**src/rtl/tt_characterizer_if.sv**
```systemverilog
// tt_characterizer_if: bus between the truth-table characterizer and its harness.
// The slave modport is the characterizer itself; the master modport is the
// harness side that requests sweeps and returns the gate-under-test response.
interface tt_characterizer_if;
  logic       start;
  logic [2:0] stim;
  logic       resp;
  logic       busy;
  logic       done;
  logic [7:0] tt_id;
  logic       match;
  logic       unstable;

  modport master (
    output start,
    output resp,
    input  stim,
    input  busy,
    input  done,
    input  tt_id,
    input  match,
    input  unstable
  );

  modport slave (
    input  start,
    input  resp,
    output stim,
    output busy,
    output done,
    output tt_id,
    output match,
    output unstable
  );
endinterface

```
**src/rtl/tt_characterizer.sv**
```systemverilog
// tt_characterizer: sweeps all 8 input rows of a 3-input gate, holds each row
// for SETTLE cycles, samples the response on the last cycle of the row and
// assembles the truth-table ID (row r lands in tt_id[7-r]). The assembled ID
// is compared against EXP_ID to produce the match flag.
//
// Optional feature macro: TT_GLITCH_CHECK_EN
//   When defined, the response is also captured one cycle before the final
//   sample of every row; a difference between the two raises a sticky
//   'unstable' flag, which also forces match low. When undefined, unstable
//   is tied low and only the single final sample is taken.
module tt_characterizer #(
  parameter logic [7:0] EXP_ID = 8'h3B,
  parameter int         SETTLE = 4      // legal range 1..255
) (
  input  logic              clk,
  input  logic              rst_n,
  tt_characterizer_if.slave bus
);

  typedef enum logic [1:0] {
    IDLE  = 2'd0,
    DRIVE = 2'd1,
    DONE  = 2'd2
  } state_t;

  // Settle count at which the row is sampled.
  localparam logic [7:0] LAST_SETTLE = 8'(SETTLE - 1);

  state_t     state_reg, state_next;
  logic [2:0] row_reg, row_next;
  logic [7:0] settle_reg, settle_next;
  logic [2:0] stim_reg, stim_next;
  logic [7:0] tt_reg, tt_next;
  logic       match_reg, match_next;

  // Row position of the sampled bit: row 000 is the MSB of the ID.
  logic [2:0] tt_bit;
  assign tt_bit = 3'd7 - row_reg;

  // A row is sampled on the edge that ends its final settle cycle.
  logic sample_now;
  assign sample_now = (state_reg == DRIVE) && (settle_reg == LAST_SETTLE);

`ifdef TT_GLITCH_CHECK_EN
  // With SETTLE=1 there is only one sample per row, so nothing to compare.
  localparam bit         HAS_PAIR    = (SETTLE >= 2);
  localparam logic [7:0] PREV_SETTLE = HAS_PAIR ? 8'(SETTLE - 2) : 8'd0;

  logic unstable_reg, unstable_next;
  logic prev_reg, prev_next;
  logic glitch;

  // Penultimate-cycle response disagreeing with the final sample means the
  // gate output was still moving inside the settle window.
  assign glitch = HAS_PAIR && sample_now && (bus.resp != prev_reg);
`endif

  // State and datapath registers; synchronous active-low reset.
  always_ff @(posedge clk) begin
    if (!rst_n) begin
      state_reg    <= IDLE;
      row_reg      <= 3'd0;
      settle_reg   <= 8'd0;
      stim_reg     <= 3'b000;
      tt_reg       <= 8'h00;
      match_reg    <= 1'b0;
`ifdef TT_GLITCH_CHECK_EN
      unstable_reg <= 1'b0;
      prev_reg     <= 1'b0;
`endif
    end else begin
      state_reg    <= state_next;
      row_reg      <= row_next;
      settle_reg   <= settle_next;
      stim_reg     <= stim_next;
      tt_reg       <= tt_next;
      match_reg    <= match_next;
`ifdef TT_GLITCH_CHECK_EN
      unstable_reg <= unstable_next;
      prev_reg     <= prev_next;
`endif
    end
  end

  // Next-state and datapath update: sweep rows, sample, assemble, compare.
  always_comb begin
    state_next    = state_reg;
    row_next      = row_reg;
    settle_next   = settle_reg;
    stim_next     = stim_reg;
    tt_next       = tt_reg;
    match_next    = match_reg;
`ifdef TT_GLITCH_CHECK_EN
    unstable_next = unstable_reg;
    prev_next     = prev_reg;
`endif

    unique case (state_reg)
      IDLE: begin
        if (bus.start) begin
          state_next    = DRIVE;
          row_next      = 3'd0;
          settle_next   = 8'd0;
          stim_next     = 3'b000;
          // Results of the previous sweep are dropped only when a new one begins.
          tt_next       = 8'h00;
          match_next    = 1'b0;
`ifdef TT_GLITCH_CHECK_EN
          unstable_next = 1'b0;
`endif
        end
      end

      DRIVE: begin
`ifdef TT_GLITCH_CHECK_EN
        if (HAS_PAIR && (settle_reg == PREV_SETTLE)) begin
          prev_next = bus.resp;
        end
        if (glitch) begin
          unstable_next = 1'b1;
        end
`endif
        if (sample_now) begin
          tt_next[tt_bit] = bus.resp;
          settle_next     = 8'd0;
          if (row_reg == 3'd7) begin
            // Match is registered alongside the final sample so it is valid
            // in the DONE cycle.
            state_next = DONE;
            stim_next  = 3'b000;
`ifdef TT_GLITCH_CHECK_EN
            match_next = (tt_next == EXP_ID) && !unstable_next;
`else
            match_next = (tt_next == EXP_ID);
`endif
          end else begin
            row_next  = row_reg + 3'd1;
            stim_next = row_reg + 3'd1;
          end
        end else begin
          settle_next = settle_reg + 8'd1;
        end
      end

      DONE: begin
        // Single-cycle completion; a start seen here is deliberately ignored.
        state_next = IDLE;
      end

      default: begin
        state_next = IDLE;
      end
    endcase
  end

  assign bus.stim  = stim_reg;
  assign bus.busy  = (state_reg == DRIVE);
  assign bus.done  = (state_reg == DONE);
  assign bus.tt_id = tt_reg;
  assign bus.match = match_reg;
`ifdef TT_GLITCH_CHECK_EN
  assign bus.unstable = unstable_reg;
`else
  assign bus.unstable = 1'b0;
`endif

endmodule

```
**src/flat_wrapper.sv**
```systemverilog
// flat-port wrapper written by rule: the top's interface ports become plain ports
module tt_characterizer_flat 
#(
  parameter logic [7:0] EXP_ID = 8'h3B,
  parameter int         SETTLE = 4                           
)
  (clk, rst_n, bus_start, bus_resp, bus_stim, bus_busy, bus_done, bus_tt_id, bus_match, bus_unstable);
  tt_characterizer_if bus_i ();
  input  logic clk;
  input  logic rst_n;
  input wire logic [$bits(bus_i.start)-1:0] bus_start;
  input wire logic [$bits(bus_i.resp)-1:0] bus_resp;
  output wire logic [$bits(bus_i.stim)-1:0] bus_stim;
  output wire logic [$bits(bus_i.busy)-1:0] bus_busy;
  output wire logic [$bits(bus_i.done)-1:0] bus_done;
  output wire logic [$bits(bus_i.tt_id)-1:0] bus_tt_id;
  output wire logic [$bits(bus_i.match)-1:0] bus_match;
  output wire logic [$bits(bus_i.unstable)-1:0] bus_unstable;
  assign bus_i.start = bus_start;
  assign bus_i.resp = bus_resp;
  assign bus_stim = bus_i.stim;
  assign bus_busy = bus_i.busy;
  assign bus_done = bus_i.done;
  assign bus_tt_id = bus_i.tt_id;
  assign bus_match = bus_i.match;
  assign bus_unstable = bus_i.unstable;
  tt_characterizer #(.EXP_ID(EXP_ID), .SETTLE(SETTLE)) u_core (.clk(clk), .rst_n(rst_n), .bus(bus_i));
endmodule
```
**config.mk**
```make
export PLATFORM = sky130hd
export DESIGN_NAME = tt_characterizer_flat
export DESIGN_NICKNAME = d
export VERILOG_FILES = /design/src/rtl/tt_characterizer_if.sv /design/src/rtl/tt_characterizer.sv /design/src/flat_wrapper.sv
export SDC_FILE = /design/constraint.sdc
export NUM_CORES = 1
export LEC_CHECK = 0
export ABC_CLOCK_PERIOD_IN_PS = 1950
export BUFFER_PORTS_ARGS = -buffer_cell sky130_fd_sc_hd__clkbuf_2
export CORE_ASPECT_RATIO = 1.4
export CORE_MARGIN = 2
export CORE_UTILIZATION = 30
export DETAILED_ROUTE_END_ITERATION = 7
export RECOVER_POWER = 50
export SLEW_MARGIN = 20
export SYNTH_ARGS = -nofsm -noshare
export SYNTH_HDL_FRONTEND = slang
export SYNTH_SLANG_ARGS = --single-unit
```
**constraint.sdc**
```tcl
create_clock -name clk -period 1.95 [get_ports clk]
set_input_delay 0.0975 -clock clk [delete_from_list [all_inputs] [get_ports clk]]
set_output_delay 0.0975 -clock clk [all_outputs]
set_load 0.1 [all_outputs]
```
* Word level (Yosys, flattened, before mapping) *
Index checks and enable logic that the tools add are counted.

cells by class
  reductions and logical operators = 9
  order comparisons = 2
  add/sub/neg operators = 3
  muxes and demuxes = 23
  equal/unequal tests = 9

operators with widths
  kind                                                                number
  one-hot mux 8 bit (2 select lines)                                  2
  2-to-1 mux 8 bit                                                    3
  2-to-1 mux 3 bit                                                    5
  one-hot mux 3 bit (2 select lines)                                  2
  adder 8 x 1 -> 8 bit (second input constant)                        1
  bitwise mux 8 bit                                                   1
  == test 8 x 2 -> 1 bit (second input constant)                      1
  == test 8 x 6 -> 1 bit (second input constant)                      1
  AND reduction 4 bit                                                 2
  2-to-1 mux 2 bit                                                    3
  AND reduction 3 bit                                                 2
  < comparator 3 x 4 -> 1 bit (second input constant)                 1
  2-to-1 mux 1 bit                                                    4
  inequality test 2 x 1 -> 1 bit (second input constant)              2
  inequality test 2 bit (second input constant)                       2
  one-hot mux 2 bit (2 select lines)                                  1
  adder 3 x 1 -> 3 bit (second input constant)                        1
  demux 1 bit (select 3 bit)                                          1
  == test 3 bit (second input constant)                               1
  greater-or-equal comparator 3 x 1 -> 1 bit (second input constant)  1
  subtractor 3 bit (first input constant)                             1
  == test 2 x 1 -> 1 bit (second input constant)                      1
  == test 2 bit (second input constant)                               1
  logical AND 1 bit                                                   2
  other kinds (4)                                                     4

word-level totals
  bits in registers = 25
  logic and storage cells = 52
  output and inout port bits = 15
  bits of input ports = 4

* Longest topological paths before layout *
  word-level depth = 10
  gate-level depth with buffers = 7
  gate-level depth less buffers = 6

* Least setup slack after synthesis *
Ideal clock, no wire load.

  path kind = flip-flop to output port
  from = register u_core.state_reg[1]
  to = output port bus_done
  data arrival time = 1718 ps
  data required time = 1852 ps
  path buffers = 0
  stages on the path, launching flop included = 2
  setup slack = 134 ps
  cells stage by stage = dfxtp_1 -> nor2b_1

on the way
  word-level cells in the longest chain between the ends = 1

RTL lines
  what                    RTL line                 RTL
  from (decl)             tt_characterizer.sv:29   state_t state_reg, state_next;
  from (signal assigned)  tt_characterizer.sv:72   state_reg <= state_next;
  == test 2 bit           tt_characterizer.sv:158  assign bus.done = (state_reg == DONE);
  to (decl)               flat_wrapper.sv:15       output wire logic [$bits(bus_i.done)-1:0] bus_done;

Every way passes these cells.

* Final worst setup path *
  from = register u_core.settle_reg[0]
  to = register u_core.row_reg[2]

on the way
  word-level cells in the longest chain between the ends = 4

RTL lines
  what                                      RTL line                RTL
  from (decl)                               tt_characterizer.sv:31  logic [7:0] settle_reg, settle_next;
  from (signal assigned)                    tt_characterizer.sv:74  settle_reg <= settle_next;
  == test 8 x 2 -> 1 bit                    tt_characterizer.sv:42  assign sample_now = (state_reg == DRIVE) && (settle_reg == LAST_SETTLE);
  logical AND 1 bit                         tt_characterizer.sv:42
  inequality test 2 x 1 -> 1 bit (no line)  n/a
  AND reduction 4 bit (no line)             n/a
  to (signal assigned)                      tt_characterizer.sv:73  row_reg <= row_next;
  to (decl)                                 tt_characterizer.sv:30  logic [2:0] row_reg, row_next;

Every way passes these cells.
A chain may end at the register's enable or synchronous reset.

==> results.py <==
metrics = {
    "synth": {
        "synth.net_count": 184,
        "yosysWarnings": 0,
        "synth_compound_area_share_pct": 24.4,
        "ys_seq_area_share_pct": 33.7,
        "synth_top_cells_by_area": "dfxtp_1, nand2_1, nor2b_1, o21ai_0, a21oi_1",
        "synth_top_area_share_pct": 33.7,
        "synth-edff-count": 0,
        "ys_seq_elements": 25,
        "netlist_area_um2": 1490,
        "ys.flop_type": "dfxtp_1",
        "synth_top_family_by_area": "simple AND/OR/NAND/NOR gates",
        "synth_area_per_cell_um2": 8.39,
        "synth.distinct_cells": 49,
        "ys_async_sr_fraction_pct": 0,
        "synthAdderAreaFrac_pct": 2.53,
        "synthMuxAreaShare_pct": 2.02,
        "syn_inst": 177,
        "synth-xor-area-share_pct": 0,
        "synth_top_cell_by_area": "dfxtp_1",
        "synth-simple-area-share_pct": 30.7,
        "yosysMostFrequentCell": "dfxtp_1",
        "synthTopCellsByCount": "dfxtp_1, nand2_1, nor2_1",
    },
    "global_route": {
        "grt_pass1_wl_um": 6170,
        "grt_usage_pct": 13.9,
        "antenna_found_initial": 0,
        "grt_overflow": 0,
        "grt_start_max_net_pins": 22,
        "grt_pass1_vias": 1306,
    },
    "cells_and_area": {
        "drive_above_1_share_pct": 14.1,
        "fin_cells": 262,
        "final_net_count": 206,
        "syn_to_final_growth_pct": 12.8,
        "stdcell_area_um2": 1680,
        "num_antenna_cells": 0,
    },
    "critical_path": {
        "critPathLaunch": "u_core.settle_reg[0]",
        "crit_end": "u_core.row_reg[2]",
        "ff2ff_path_depth": 7,
        "rr_startpoint": "u_core.settle_reg[0]",
        "criticalPathCategory": "reg -> reg",
        "cp-end-kind": "flip-flop",
        "crit_fanout": 8,
        "worstPathArrival_ps": 1990,
        "reg2reg_slack_ps": 130,
        "r2r_end": "u_core.row_reg[2]",
        "start_kind": "flip-flop",
        "crit_required_ps": 2120,
    },
    "routing": {
        "drc_errors": 0,
        "drt_iter0_markers": 77,
        "routed_wl_um": 3610,
        "viasPerCell": 5.18,
        "wl_per_cell_um": 13.8,
        "dr_total_vias": 1356,
        "ant_nets": 0,
        "dr.pass1.iters": 4,
    },
    "placed_design": {
        "port_buffers": 17,
        "hpwl_um": 2700,
        "place_congestion": 0.797,
        "dpl-instance-area_um2": 1640,
        "pre_cts_ws_ps": 102,
        "placed_cells": 257,
    },
    "sta": {
        "finalMaxSlewViolations": 0,
        "skew_ps": 1.17,
        "period_minus_slack_ps": 1820,
        "finalSetupViolations": 0,
        "worst_slack_ps": 129,
        "rsz0062_at_grt": "false",
        "relSlewSlack_pct": 22.1,
        "fmax_mhz": 549,
        "timing.final.crit_share_pct": 93.4,
        "hold_violations": 0,
        "holdWs_ps": 132,
        "setup_tns_ps": 0,
        "tightest_slew_ps": 1170,
    },
    "clock_tree": {
        "cts_buffers": 3,
        "clock_path_buffers": 2,
        "clkTransAtPathRegs_ps": 90,
        "clockRootBuffer": "clkbuf_8",
        "numClockSinks": 25,
        "cts-htree-levels": 1,
        "clkLatencyLatePin_ps": 270,
        "cts_tree": "yes",
        "cts_hold_buf": 0,
    },
    "floorplanning": {
        "die_w_um": 63.5,
        "core_um2": 4800,
        "die_area_um2": 5540,
        "rows": 30,
        "initial_utilization_pct": 30.9,
        "die_y_um": 87.3,
        "ioPinCount": 19,
    },
    "worst_hold_path": {
        "min_from": "bus_start",
        "hp-class": "in -> reg",
    },
    "pwr": {
        "power.density_nw_per_um2": 578,
        "leakage_uw": 0.000622,
        "vdd_drop_max_uv": 264,
    },
    "run_status": {
        "outcome": "completed",
    },
    "flow_run": {
        "maxCapViolations": 0,
    },
}
## layout by cell type (no fill, tap or decap), types with 5 or more instances in the layout
master | synthesis | layout
dfxtp_1 | 25 | 25
nand2_1 | 16 | 16
clkbuf_1 | 3 | 13
nor2_1 | 12 | 12
o21ai_0 | 11 | 11
a21oi_1 | 10 | 10
nand3_1 | 10 | 10
nor2b_1 | 9 | 9
buf_4 | 2 | 9
and2_1 | 5 | 5
clkbuf_2 | 0 | 5
## stage by stage
step	util [%]	power, uW
after global routing	34.9	1010
after detailed placement	34.1	665
final	34.9	969
after floorplan	-	638
after global placement	34.1	664
after CTS	35.0	973
## final cells by class
type,count,area (um^2)
fill,545,3130
multi-input combinational,138,891
sequential,25,500
timing repair buffer,26,138
tap,64,80.1
clock buffer,4,45.0
inverter,5,21.3
## repair_timing
item | in CTS | in global routing
resized for setup | 0 | 1
setup endpoints to repair | 0 | 6
buffers inserted | 0 | 1
## kinds of logic after synthesis
| family | count (synthesis) |
|---|---|
| simple gates | 78 |
| compound gates | 53 |
| flops | 25 |
| buf+inv | 14 |
| mux | 3 |
| fa+ha+maj | 3 |
| other cells | 1 |
## metal layers
layer	GRT usage [%]	wire length [um]
met5	0	0
met3	2.07	97
met2	26.2	1930
met4	5.14	63
met1	15.5	1520
## where the power goes
part           total (uW)  internal (uW)  switching (uW)
Sequential            526            517            8.59
Clock                 316            146             169
Combinational         128           36.5            91.4
## how the worst min path moves through the flow
stage / end / depth (start not counted)
floorplan: u_core.row_reg[0] / 2
CTS: u_core.state_reg[1] / 4
global route: u_core.state_reg[1] / 4
detailed placement: u_core.state_reg[1] / 4
global placement: u_core.state_reg[1] / 4
finish: u_core.state_reg[1] / 4
## worst max-delay path, cell delays in order, from the launching register on
cell     delay, ps
dfxtp_1        370
ha_1           240
nor4b_4        270
buf_4          170
a21o_2         190
and2_1         220
mux2i_1        200
nor2b_1         60
Note: power is estimated with default switching activity, not from simulation.
